===== src/rtl/sdram_write_pkg.sv =====
// sdram_write_pkg: SDRAM command encodings, engine state encodings and default timings
package sdram_write_pkg;
    localparam logic [2:0] CMD_NOP   = 3'b111;
    localparam logic [2:0] CMD_ACT   = 3'b011;
    localparam logic [2:0] CMD_READ  = 3'b101;
    localparam logic [2:0] CMD_WRITE = 3'b100;
    localparam logic [2:0] CMD_PRE   = 3'b010;
    localparam logic [2:0] CMD_AR    = 3'b001;
    localparam int T_RCD_DEF = 3;
    localparam int T_WR_DEF  = 2;
    localparam int T_RP_DEF  = 3;
    localparam int T_RFC_DEF = 10;
    localparam int DLY_W     = 4;
    typedef enum logic [7:0] {
        S_IDLE         = 8'd0,
        S_ACTIVATE     = 8'd1,
        S_WRITE_TOP    = 8'd2,
        S_WRITE_BOTTOM = 8'd3,
        S_PRECHARGE    = 8'd4,
        S_REFRESH      = 8'd5,
        S_EMPTY_WAIT   = 8'd6
    } state_e;
endpackage


===== src/rtl/sdram_write_if.sv =====
// sdram_write_if: controller/FIFO/SDRAM-side signals of the write engine
// word_count_o exists only when SDRAM_WRITE_COUNT_EN is defined.
interface sdram_write_if;
    logic        en_i;
    logic [21:0] address_i;
    logic        ready_o;
    logic        auto_refresh_i;
    logic [2:0]  command_o;
    logic [11:0] addr_o;
    logic [1:0]  bank_o;
    logic [15:0] data_out_o;
    logic        data_oe_o;
    logic [31:0] fifo_data_i;
    logic        fifo_empty_i;
    logic        fifo_rd_o;
`ifdef SDRAM_WRITE_COUNT_EN
    logic [31:0] word_count_o;
`endif
    modport slave (
        input  en_i, address_i, auto_refresh_i, fifo_data_i, fifo_empty_i,
        output ready_o, command_o, addr_o, bank_o, data_out_o, data_oe_o, fifo_rd_o
`ifdef SDRAM_WRITE_COUNT_EN
        , output word_count_o
`endif
    );
    modport master (
        output en_i, address_i, auto_refresh_i, fifo_data_i, fifo_empty_i,
        input  ready_o, command_o, addr_o, bank_o, data_out_o, data_oe_o, fifo_rd_o
`ifdef SDRAM_WRITE_COUNT_EN
        , input word_count_o
`endif
    );
endinterface


===== src/rtl/sdram_write_delay_timer.sv =====
// sdram_write_delay_timer: loadable down-counter with zero flag for SDRAM command spacing
module sdram_write_delay_timer #(
    parameter int W = 4
) (
    input  logic         clk,
    input  logic         rst_n,
    input  logic         load_i,
    input  logic [W-1:0] value_i,
    output logic         zero_o
);
    logic [W-1:0] count_q, count_d;
    assign zero_o = (count_q == '0);
    always_comb count_d = load_i ? value_i : (zero_o ? count_q : count_q - 1'b1);
    always_ff @(posedge clk or negedge rst_n)
        if (!rst_n) count_q <= '0;
        else count_q <= count_d;
endmodule


===== src/rtl/sdram_write.sv =====
// sdram_write: pops 32-bit FIFO words and writes each as two 16-bit SDRAM column writes.
// Optional SDRAM_WRITE_COUNT_EN adds a popped-word counter on word_count_o.
module sdram_write
    import sdram_write_pkg::*;
#(
    parameter int T_RCD = T_RCD_DEF,
    parameter int T_WR  = T_WR_DEF,
    parameter int T_RP  = T_RP_DEF,
    parameter int T_RFC = T_RFC_DEF
) (
    input logic          clk,
    input logic          rst_n,
    sdram_write_if.slave bus
);
    state_e             state_q, state_d;
    logic [21:0]        laddress_q, laddress_d, laddress_inc;
    logic [15:0]        lword_q, lword_d;
    logic               lrefresh_q, lrefresh_d;
    logic [2:0]         command_q, command_d;
    logic [11:0]        addr_q, addr_d;
    logic [1:0]         bank_q, bank_d;
    logic [15:0]        data_q, data_d;
    logic               oe_q, oe_d;
    logic               fifo_rd;
    logic               load;
    logic [DLY_W-1:0]   load_val;
    logic               zero;
    logic               en, empty;

    sdram_write_delay_timer #(.W(DLY_W)) u_timer (
        .clk(clk), .rst_n(rst_n), .load_i(load), .value_i(load_val), .zero_o(zero)
    );

    assign en           = bus.en_i;
    assign empty        = bus.fifo_empty_i;
    assign laddress_inc = laddress_q + 22'd2;
    assign bus.ready_o    = (state_q == S_IDLE) && zero;
    assign bus.command_o  = command_q;
    assign bus.addr_o     = addr_q;
    assign bus.bank_o     = bank_q;
    assign bus.data_out_o = data_q;
    assign bus.data_oe_o  = oe_q;
    assign bus.fifo_rd_o  = fifo_rd;

    always_comb begin
        state_d    = state_q;
        laddress_d = laddress_q;
        lword_d    = lword_q;
        lrefresh_d = lrefresh_q | (bus.auto_refresh_i & en);
        command_d  = CMD_NOP;
        addr_d     = addr_q;
        bank_d     = bank_q;
        data_d     = data_q;
        oe_d       = 1'b0;
        fifo_rd    = 1'b0;
        load       = 1'b0;
        load_val   = '0;
        if (zero) begin
            case (state_q)
                S_IDLE: begin
                    if (lrefresh_q && en) state_d = S_REFRESH;
                    else if (en && !empty) begin
                        laddress_d = bus.address_i;
                        state_d    = S_ACTIVATE;
                    end
                end
                S_ACTIVATE: begin
                    command_d = CMD_ACT;
                    addr_d    = laddress_q[19:8];
                    bank_d    = laddress_q[21:20];
                    load      = 1'b1;
                    load_val  = DLY_W'(T_RCD);
                    state_d   = S_WRITE_TOP;
                end
                S_WRITE_TOP: begin
                    lword_d   = bus.fifo_data_i[15:0];
                    fifo_rd   = 1'b1;
                    command_d = CMD_WRITE;
                    addr_d    = {4'b0, laddress_q[7:0]};
                    data_d    = bus.fifo_data_i[31:16];
                    oe_d      = 1'b1;
                    state_d   = S_WRITE_BOTTOM;
                end
                S_WRITE_BOTTOM: begin
                    command_d  = CMD_WRITE;
                    addr_d     = {4'b0, laddress_q[7:0] + 8'd1};
                    data_d     = lword_q;
                    oe_d       = 1'b1;
                    laddress_d = laddress_inc;
                    // Close the row at its end, or whenever the burst cannot continue
                    if (laddress_inc[7:0] == 8'h00 || lrefresh_q || !en || empty) begin
                        state_d  = S_PRECHARGE;
                        load     = 1'b1;
                        load_val = DLY_W'(T_WR);
                    end else state_d = S_WRITE_TOP;
                end
                S_PRECHARGE: begin
                    command_d = CMD_PRE;
                    addr_d    = 12'h000;
                    load      = 1'b1;
                    load_val  = DLY_W'(T_RP);
                    state_d   = lrefresh_q ? S_REFRESH : (en && !empty) ? S_ACTIVATE :
                                en ? S_EMPTY_WAIT : S_IDLE;
                end
                S_REFRESH: begin
                    command_d  = CMD_AR;
                    lrefresh_d = 1'b0;
                    load       = 1'b1;
                    load_val   = DLY_W'(T_RFC);
                    state_d    = (en && !empty) ? S_ACTIVATE : en ? S_EMPTY_WAIT : S_IDLE;
                end
                S_EMPTY_WAIT:
                    state_d = !en ? S_IDLE : lrefresh_q ? S_REFRESH : !empty ? S_ACTIVATE : S_EMPTY_WAIT;
                default: state_d = S_IDLE;
            endcase
        end
    end

    always_ff @(posedge clk or negedge rst_n) begin
        if (!rst_n) begin
            state_q    <= S_IDLE;
            laddress_q <= '0;
            lword_q    <= '0;
            lrefresh_q <= 1'b0;
            command_q  <= CMD_NOP;
            addr_q     <= '0;
            bank_q     <= '0;
            data_q     <= '0;
            oe_q       <= 1'b0;
        end else begin
            state_q    <= state_d;
            laddress_q <= laddress_d;
            lword_q    <= lword_d;
            lrefresh_q <= lrefresh_d;
            command_q  <= command_d;
            addr_q     <= addr_d;
            bank_q     <= bank_d;
            data_q     <= data_d;
            oe_q       <= oe_d;
        end
    end

`ifdef SDRAM_WRITE_COUNT_EN
    logic [31:0] word_count_q;
    assign bus.word_count_o = word_count_q;
    always_ff @(posedge clk or negedge rst_n) begin
        if (!rst_n) word_count_q <= '0;
        else if (state_d == S_IDLE && state_q != S_IDLE && !en) word_count_q <= '0;
        else if (fifo_rd) word_count_q <= word_count_q + 32'd1;
    end
`endif
endmodule


===== src/flat_wrapper.sv =====
// flat-port wrapper written by rule: the top's interface ports become plain ports
module sdram_write_flat import sdram_write_pkg::*;
#(
    parameter int T_RCD = T_RCD_DEF,
    parameter int T_WR  = T_WR_DEF,
    parameter int T_RP  = T_RP_DEF,
    parameter int T_RFC = T_RFC_DEF
)
  (clk, rst_n, bus_en_i, bus_address_i, bus_auto_refresh_i, bus_fifo_data_i, bus_fifo_empty_i, bus_ready_o, bus_command_o, bus_addr_o, bus_bank_o, bus_data_out_o, bus_data_oe_o, bus_fifo_rd_o);
  sdram_write_if bus_i ();
  input logic clk;
  input logic rst_n;
  input wire logic [$bits(bus_i.en_i)-1:0] bus_en_i;
  input wire logic [$bits(bus_i.address_i)-1:0] bus_address_i;
  input wire logic [$bits(bus_i.auto_refresh_i)-1:0] bus_auto_refresh_i;
  input wire logic [$bits(bus_i.fifo_data_i)-1:0] bus_fifo_data_i;
  input wire logic [$bits(bus_i.fifo_empty_i)-1:0] bus_fifo_empty_i;
  output wire logic [$bits(bus_i.ready_o)-1:0] bus_ready_o;
  output wire logic [$bits(bus_i.command_o)-1:0] bus_command_o;
  output wire logic [$bits(bus_i.addr_o)-1:0] bus_addr_o;
  output wire logic [$bits(bus_i.bank_o)-1:0] bus_bank_o;
  output wire logic [$bits(bus_i.data_out_o)-1:0] bus_data_out_o;
  output wire logic [$bits(bus_i.data_oe_o)-1:0] bus_data_oe_o;
  output wire logic [$bits(bus_i.fifo_rd_o)-1:0] bus_fifo_rd_o;
  assign bus_i.en_i = bus_en_i;
  assign bus_i.address_i = bus_address_i;
  assign bus_i.auto_refresh_i = bus_auto_refresh_i;
  assign bus_i.fifo_data_i = bus_fifo_data_i;
  assign bus_i.fifo_empty_i = bus_fifo_empty_i;
  assign bus_ready_o = bus_i.ready_o;
  assign bus_command_o = bus_i.command_o;
  assign bus_addr_o = bus_i.addr_o;
  assign bus_bank_o = bus_i.bank_o;
  assign bus_data_out_o = bus_i.data_out_o;
  assign bus_data_oe_o = bus_i.data_oe_o;
  assign bus_fifo_rd_o = bus_i.fifo_rd_o;
  sdram_write #(.T_RCD(T_RCD), .T_WR(T_WR), .T_RP(T_RP), .T_RFC(T_RFC)) u_core (.clk(clk), .rst_n(rst_n), .bus(bus_i));
endmodule

===== config.mk =====
export PLATFORM = sky130hd
export DESIGN_NAME = sdram_write_flat
export DESIGN_NICKNAME = d
export VERILOG_FILES = /design/src/rtl/sdram_write_pkg.sv /design/src/rtl/sdram_write_if.sv /design/src/rtl/sdram_write_delay_timer.sv /design/src/rtl/sdram_write.sv /design/src/flat_wrapper.sv
export SDC_FILE = /design/constraint.sdc
export NUM_CORES = 1
export LEC_CHECK = 0
export ABC_CLOCK_PERIOD_IN_PS = 2800
export CAP_MARGIN = 30
export CORE_MARGIN = 2
export CORE_UTILIZATION = 44
export DETAILED_ROUTE_END_ITERATION = 10
export GPL_TIMING_DRIVEN = 0
export MAX_ROUTING_LAYER = met4
export PLACE_DENSITY = 0.74
export SETUP_SLACK_MARGIN = 0.2
export SLEW_MARGIN = 20
export SYNTH_ARGS = -nofsm -noshare
export SYNTH_HDL_FRONTEND = slang
export SYNTH_HIERARCHICAL = 1
export SYNTH_SLANG_ARGS = --single-unit

===== constraint.sdc =====
create_clock -name clk -period 2.8 [get_ports clk]
set_input_delay 0.42 -clock clk [delete_from_list [all_inputs] [get_ports clk]]
set_output_delay 0.42 -clock clk [all_outputs]
set_load 0.1 [all_outputs]

# Yosys cells after proc, flatten, opt, wreduce, memory -nomap -nowiden
# Index checks and enable logic that the tools add are counted.
# Widths: inputs -> output; s select.
# word_totals
ff_bits	85
latchBits	0
ram_bits	0
romBits	0
input_bits	59
output_inout_bits	36
wordCells	79
mem_count	0
# op_classes
add_sub_neg	3
n_mul	0
div	0
order_cmp	0
n_eq_ne	10
n_shift	0
n_mux	31
bitwise	2
n_reduce_logical	23
# ops
op	count
$pmux 8 s7	1
$mux 8	6
$pmux 12 s4	1
$mux 22	2
$pmux 22 s2	1
$pmux 16 s2	1
$eq 8x3->1 const B	3
$add 22x2->22 const B	1
$eq 8x2->1 const B	2
$logic_not 8->1	2
$mux 3	4
$mux 4	3
$pmux 3 s4	1
$pmux 4 s3	1
$reduce_and 2->1	5
$add 8x1->8 const B	1
$eq 8x1->1 const B	1
$mux 1	8
$ne 2x2->1 const B	3
$logic_not 4->1	1
$reduce_and 4->1	1
$reduce_bool 2->1	2
$reduce_bool 4->1	1
$reduce_or 2->1	2
10 further kinds	15

# Longest topological paths before layout
# depth
ltp_word	9
depth_mapped	10
ltp_nobuf	8

# Hierarchy
# Netlist, hierarchy kept.
# by_module_without_submodules
module	n_inst	cells_each	area_per_inst_um2	seq_area_each_um2
sdram_write	1	436	4180.3	1905.6
sdram_write_delay_timer	1	22	234.0	100.1

# Worst setup path after synthesis
# OpenSTA, ideal clock, no wires.
# synth_path
kind	register to register
from	register u_core.u_timer.count_q[0]
to	register u_core.laddress_q[14]
setup_time_ns	0.123
arrival_time_ns	3.041
t_required_ns	2.677
slack_ns	-0.364
path_stages_with_launch	9
n_path_buf	1
period_less_slack_ns	3.164
cell_sequence	dfrtp_1 -> inv_1 -> ha_1 -> nor3b_4 -> buf_2 -> nand2b_1 -> nor2_1 -> nand2_1 -> o221a_2
# synth_via
elab_chain_cells	2
# synth_lines
item	line_no	text
start: declaration	sdram_write_delay_timer.sv:11	logic [W-1:0] count_q, count_d;
start signal: assignment	sdram_write_delay_timer.sv:16	else count_q <= count_d;
$logic_not 4->1	sdram_write_delay_timer.sv:12	assign zero_o = (count_q == '0);
via u_core.zero	sdram_write.sv:27	logic zero;
$reduce_and 4->1 (no line)	n/a	
end signal: assignment	sdram_write.sv:132	laddress_q <= laddress_d;
end: declaration	sdram_write.sv:16	logic [21:0] laddress_q, laddress_d, laddress_inc;
# The timed path passes the listed nets, and every way through them passes these cells.
# A chain may end at the register's enable or synchronous reset.

# Worst setup path after layout
# layout_path
from	register u_core.u_timer.count_q[0]
to	output bus_fifo_rd_o
# layout_via
elab_chain_cells	2
# layout_lines
item	line_no	text
$logic_not 4->1	sdram_write_delay_timer.sv:12	
via u_core.zero	sdram_write.sv:27	
$mux 1	sdram_write.sv:58	if (zero) begin
end: declaration	flat_wrapper.sv:24	output wire logic [$bits(bus_i.fifo_rd_o)-1:0] bus_fifo_rd_o;
# The timed path passes the listed nets, and every way through them passes these cells.

==> PnR_summary.wiki <==
{| class="wikitable"
! Metric !! Value
|-
| Vias per inst || 5.72
|-
| Finish-stage setup viols || 0
|-
| Detailed placement HPWL || 8710 um
|-
| Achievable clock frequency || 0.401 GHz
|-
| Internal power contribution || 3390 uW
|-
| Final worst-path setup slack || 0.308 ns
|-
| DRC marker count from the first detailed-route iteration || 291
|-
| Area of the mapped netlist || 0.00441 mm2
|-
| Multi-input combinational cell area || 0.00224 mm2
|-
| Residual antenna-violating net count after detailed routing || 0
|-
| Filler Cell Count || 864
|-
| Mean routed wirelength per cell || 17.0 um
|-
| Placed instance count || 686
|-
| Run status || finished, final reports clean
|-
| Pin count of the biggest net entering global routing || 45
|-
| Number of nets in the synthesized netlist || 521
|-
| Core Box Area || 0.00977 mm2
|-
| First drt pass iteration count || 5
|-
| Clock Tree Buf Depth || 2
|-
| Simple-gate area share of the yosys netlist || 18.7%
|-
| Switching power as a share of total power || 51.9%
|-
| Ys async rst share || 100%
|-
| Clock slew at the register clock pins of the worst setup and hold paths || 0.09 ns
|-
| Net switching power of the design || 3670 uW
|-
| Number of antenna violations at the first check in global routing || 0
|-
| Share of cells above drive strength 1 || 15.1%
|-
| First-pass GRT wire length || 19300 um
|-
| Syn Inst Count || 458
|-
| Placement-stage cell area || 0.00555 mm2
|-
| N_diodes || 0
|-
| Distinct cell type count of the synthesized netlist || 65
|-
| Largest family of logic cells by synthesized area || compound AO/OA/AOI/OAI gates
|-
| Required time reported for the critical path endpoint || 2.38 ns
|-
| Full die area || 0.0108 mm2
|-
| Min cycle time layout || 2.49 ns
|-
| Post-synthesis xor/xnor area fraction || 1.19%
|-
| Seq/Total Area, Yosys || 45.4%
|-
| Most used standard cell by instance count after synthesis || sky130_fd_sc_hd__dfrtp_1
|-
| Multiplexer fraction of the synthesized cell area || 9.16%
|-
| Synth warnings || 6
|-
| Initial cell density of the core || 45.2%
|-
| Comb pwr share || 56.7%
|-
| Slew at the pin closest to its max-slew limit || 1.01 ns
|-
| Total grt overflow || 0
|-
| Buffer cell driving the clock tree root || sky130_fd_sc_hd__clkbuf_8
|-
| DR DRC count || 0
|-
| Unrepaired setup endpoints after global routing || true
|-
| Final worst-path cycle share || 89.0%
|-
| Crit Path Class || reg -> out
|-
| Critical Path Sink Type || output pin
|-
| Post-synthesis adder-cell area fraction || 1.13%
|-
| Mean post-synth cell area || 9.64 um2
|-
| Post-CTS Hold Buffers || 0
|-
| Biggest area contributors in the synthesized netlist || sky130_fd_sc_hd__dfrtp_1 44%, sky130_fd_sc_hd__o21ai_0 5.6%, sky130_fd_sc_hd__nand2_1 5.5%
|-
| Arrival time at the worst endpoint || 2.07 ns
|-
| Path type of the worst min-delay path || in -> async
|-
| Number of buffers created by CTS || 9
|-
| Post-synth top area share || 43.7%
|-
| Deepest level of the CTS H-tree || 3
|-
| Final instance count without filler cells || 704
|-
| Final hold viol count || 0
|-
| Maximum ir drop on the vdd rail || 0.783 mV
|-
| Vias in the first global route || 3934
|-
| Max Slew Vio Count || 0
|-
| Total vias in the final route || 4028
|-
| Final-stage net count || 629
|-
| Ports || 95
|-
| Final WL || 12000 um
|-
| Power density over cell area || 1210 mW/mm2
|-
| Pleak || 0.00242 uW
|-
| TritonCTS clock tree || built
|-
| Final instance area || 0.00583 mm2
|-
| Sequential cell area || 0.00201 mm2
|-
| Number of synthesized register bits || 80
|-
| Max Fanout on Critical Path || 10
|-
| Library cell with the largest summed area after synthesis || sky130_fd_sc_hd__dfrtp_1
|-
| Clock share of power || 14.1%
|-
| Main synth FF type || sky130_fd_sc_hd__dfrtp_1
|-
| Die Span Y || 104 um
|-
| Area Growth Syn to Fin || 32.1%
|-
| Top post-synthesis cells by count || 77 x sky130_fd_sc_hd__dfrtp_1, 65 x sky130_fd_sc_hd__nand2_1, 49 x sky130_fd_sc_hd__o21ai_0, 24 x sky130_fd_sc_hd__nor2_1, 22 x sky130_fd_sc_hd__a21oi_1
|-
| Chip Width || 104 um
|-
| Number of max-cap violations || 0
|-
| Reg power frac || 29.2%
|-
| Clock latency reported for the late side of the worst-skew pair || 0.37 ns
|-
| Overall track demand over capacity in global routing || 23.0%
|-
| Clock tree skew after final layout || 0.0134 ns
|-
| Pre-CTS setup slack || -0.675 ns
|-
| Port Buf Inserts || 94
|-
| Worst setup SP type || flip-flop
|-
| Routability Congestion || 0.958
|-
| EDFF count, synth || 0
|-
| Compound-Gate Fraction of Synth Area || 20.0%
|-
| Number of sinks on the clock net || 80
|-
| Placement row count || 36
|-
| Worst rel slew slack || 32.4%
|}
layout make-up:
type	instances	share of cell area [%]
Multi-Input combinational cell	340	38.5
Sequential cell	80	34.4
Clock inverter	7	1.85
Timing Repair Buffer	97	17.0
Clock buffer	9	2.12
Inverter	10	0.644
Buffer	28	2.62
Tap cell	133	2.85
flip-flops by register name, summed over array words and instances, names as in the netlist:
name	flops
u_core/state_q	3
u_core/bus.data_oe_o	1
u_core/u_timer/count_q	4
u_core/bus.addr_o	12
u_core/bus.data_out_o	16
u_core/laddress_q	22
u_core/bus.bank_o	2
u_core/bus.command_o	3
u_core/lrefresh_q	1
u_core/lword_q	16
final timing paths:
kind,from,endpoint,slack (ns),cells after the start
max reg2reg,u_core/laddress_q[1]$_DFFE_PN0P_,u_core/u_timer/count_q[3]$_DFFE_PN0P_,0.33,9
min in group clk,u_core/bus.addr_o[4]$_DFFE_PN0P_,u_core/bus.addr_o[4]$_DFFE_PN0P_,0.48,2
min,rst_n,u_core/bus.addr_o[8]$_DFFE_PN0P_,0.01,1
max in group asynchronous,rst_n,u_core/lword_q[1]$_DFFE_PN0P_,2.19,2
max,u_core/u_timer/count_q[0]$_DFFE_PN0P_,bus_fifo_rd_o,0.31,7
min reg2reg,u_core/bus.addr_o[4]$_DFFE_PN0P_,u_core/bus.addr_o[4]$_DFFE_PN0P_,0.48,2
logic make-up after synthesis:
family	after synthesis
other	1
muxes	38
DFF	80
AOI/OAI and AO/OA	134
xor gates and xnor gates	6
buffers and inverters	38
and+or+nand+nor	157
adders and majority gates	4
cells in the final DEF, fill, tap and decap left out, types with 7 or more instances in the layout:
master	count
sky130_fd_sc_hd__nand3_1	12
sky130_fd_sc_hd__clkdlybuf4s50_1	91
sky130_fd_sc_hd__mux2i_1	19
sky130_fd_sc_hd__inv_1	10
sky130_fd_sc_hd__clkbuf_8	9
sky130_fd_sc_hd__buf_4	8
sky130_fd_sc_hd__o21ai_0	49
sky130_fd_sc_hd__nor3_1	8
sky130_fd_sc_hd__a21oi_1	22
sky130_fd_sc_hd__nand4_1	8
sky130_fd_sc_hd__mux2_2	19
sky130_fd_sc_hd__clkbuf_1	15
sky130_fd_sc_hd__dfrtp_1	75
sky130_fd_sc_hd__a221o_1	7
sky130_fd_sc_hd__nor2_1	23
sky130_fd_sc_hd__a31oi_1	8
sky130_fd_sc_hd__a2bb2oi_1	7
sky130_fd_sc_hd__nand2_1	64
sky130_fd_sc_hd__nand2b_1	7
through the flow:
stage	utilization [%]	hold WS [ns]	power [uW]	TNS [ns]
after floorplan	-	0.124	5000	0
after global placement	56.6	0.462	5910	-125.61
after detailed placement	56.8	0.423	6010	-1.08
after CTS	59.5	0.0257	7060	0
after global routing	59.6	0.0401	7420	0
final	59.6	0.0147	7060	0
power groups by stage:
stage                     logic (uW)  clock network [uW]  registers (uW)
after global routing            4230                1070            2120
after CTS                       3990                1020            2050
after global placement          3860                   0            2050
after floorplan                 1440                   0            3550
after detailed placement        3940                   0            2070
final                           4000                 992            2060
worst max-delay path, cell delays in order (launching register included):
cell,delay (ns)
sky130_fd_sc_hd__dfrtp_1,0.39
sky130_fd_sc_hd__inv_1,0.09
sky130_fd_sc_hd__ha_1,0.22
sky130_fd_sc_hd__nor3b_4,0.26
sky130_fd_sc_hd__nand2_2,0.16
sky130_fd_sc_hd__nor2_4,0.15
sky130_fd_sc_hd__buf_4,0.21
sky130_fd_sc_hd__buf_8,0.22
layer usage:
| metal | global-route usage (%) | share of wire (%) |
|---|---|---|
| met1 | 28.2 | 42 |
| met2 | 37.0 | 48 |
| met3 | 6.39 | 8.6 |
| met4 | 7.14 | 1.7 |
| met5 | - | 0 |
repair_timing:
action                                 4_1_cts  5_1_grt
pin swaps                                    1        0
setup endpoints to repair                    4        4
setup buffers                                2        0
endpoints found under the hold margin        0        0
resized for setup                           20        5
No activity file was read; power rests on OpenSTA's default activity.
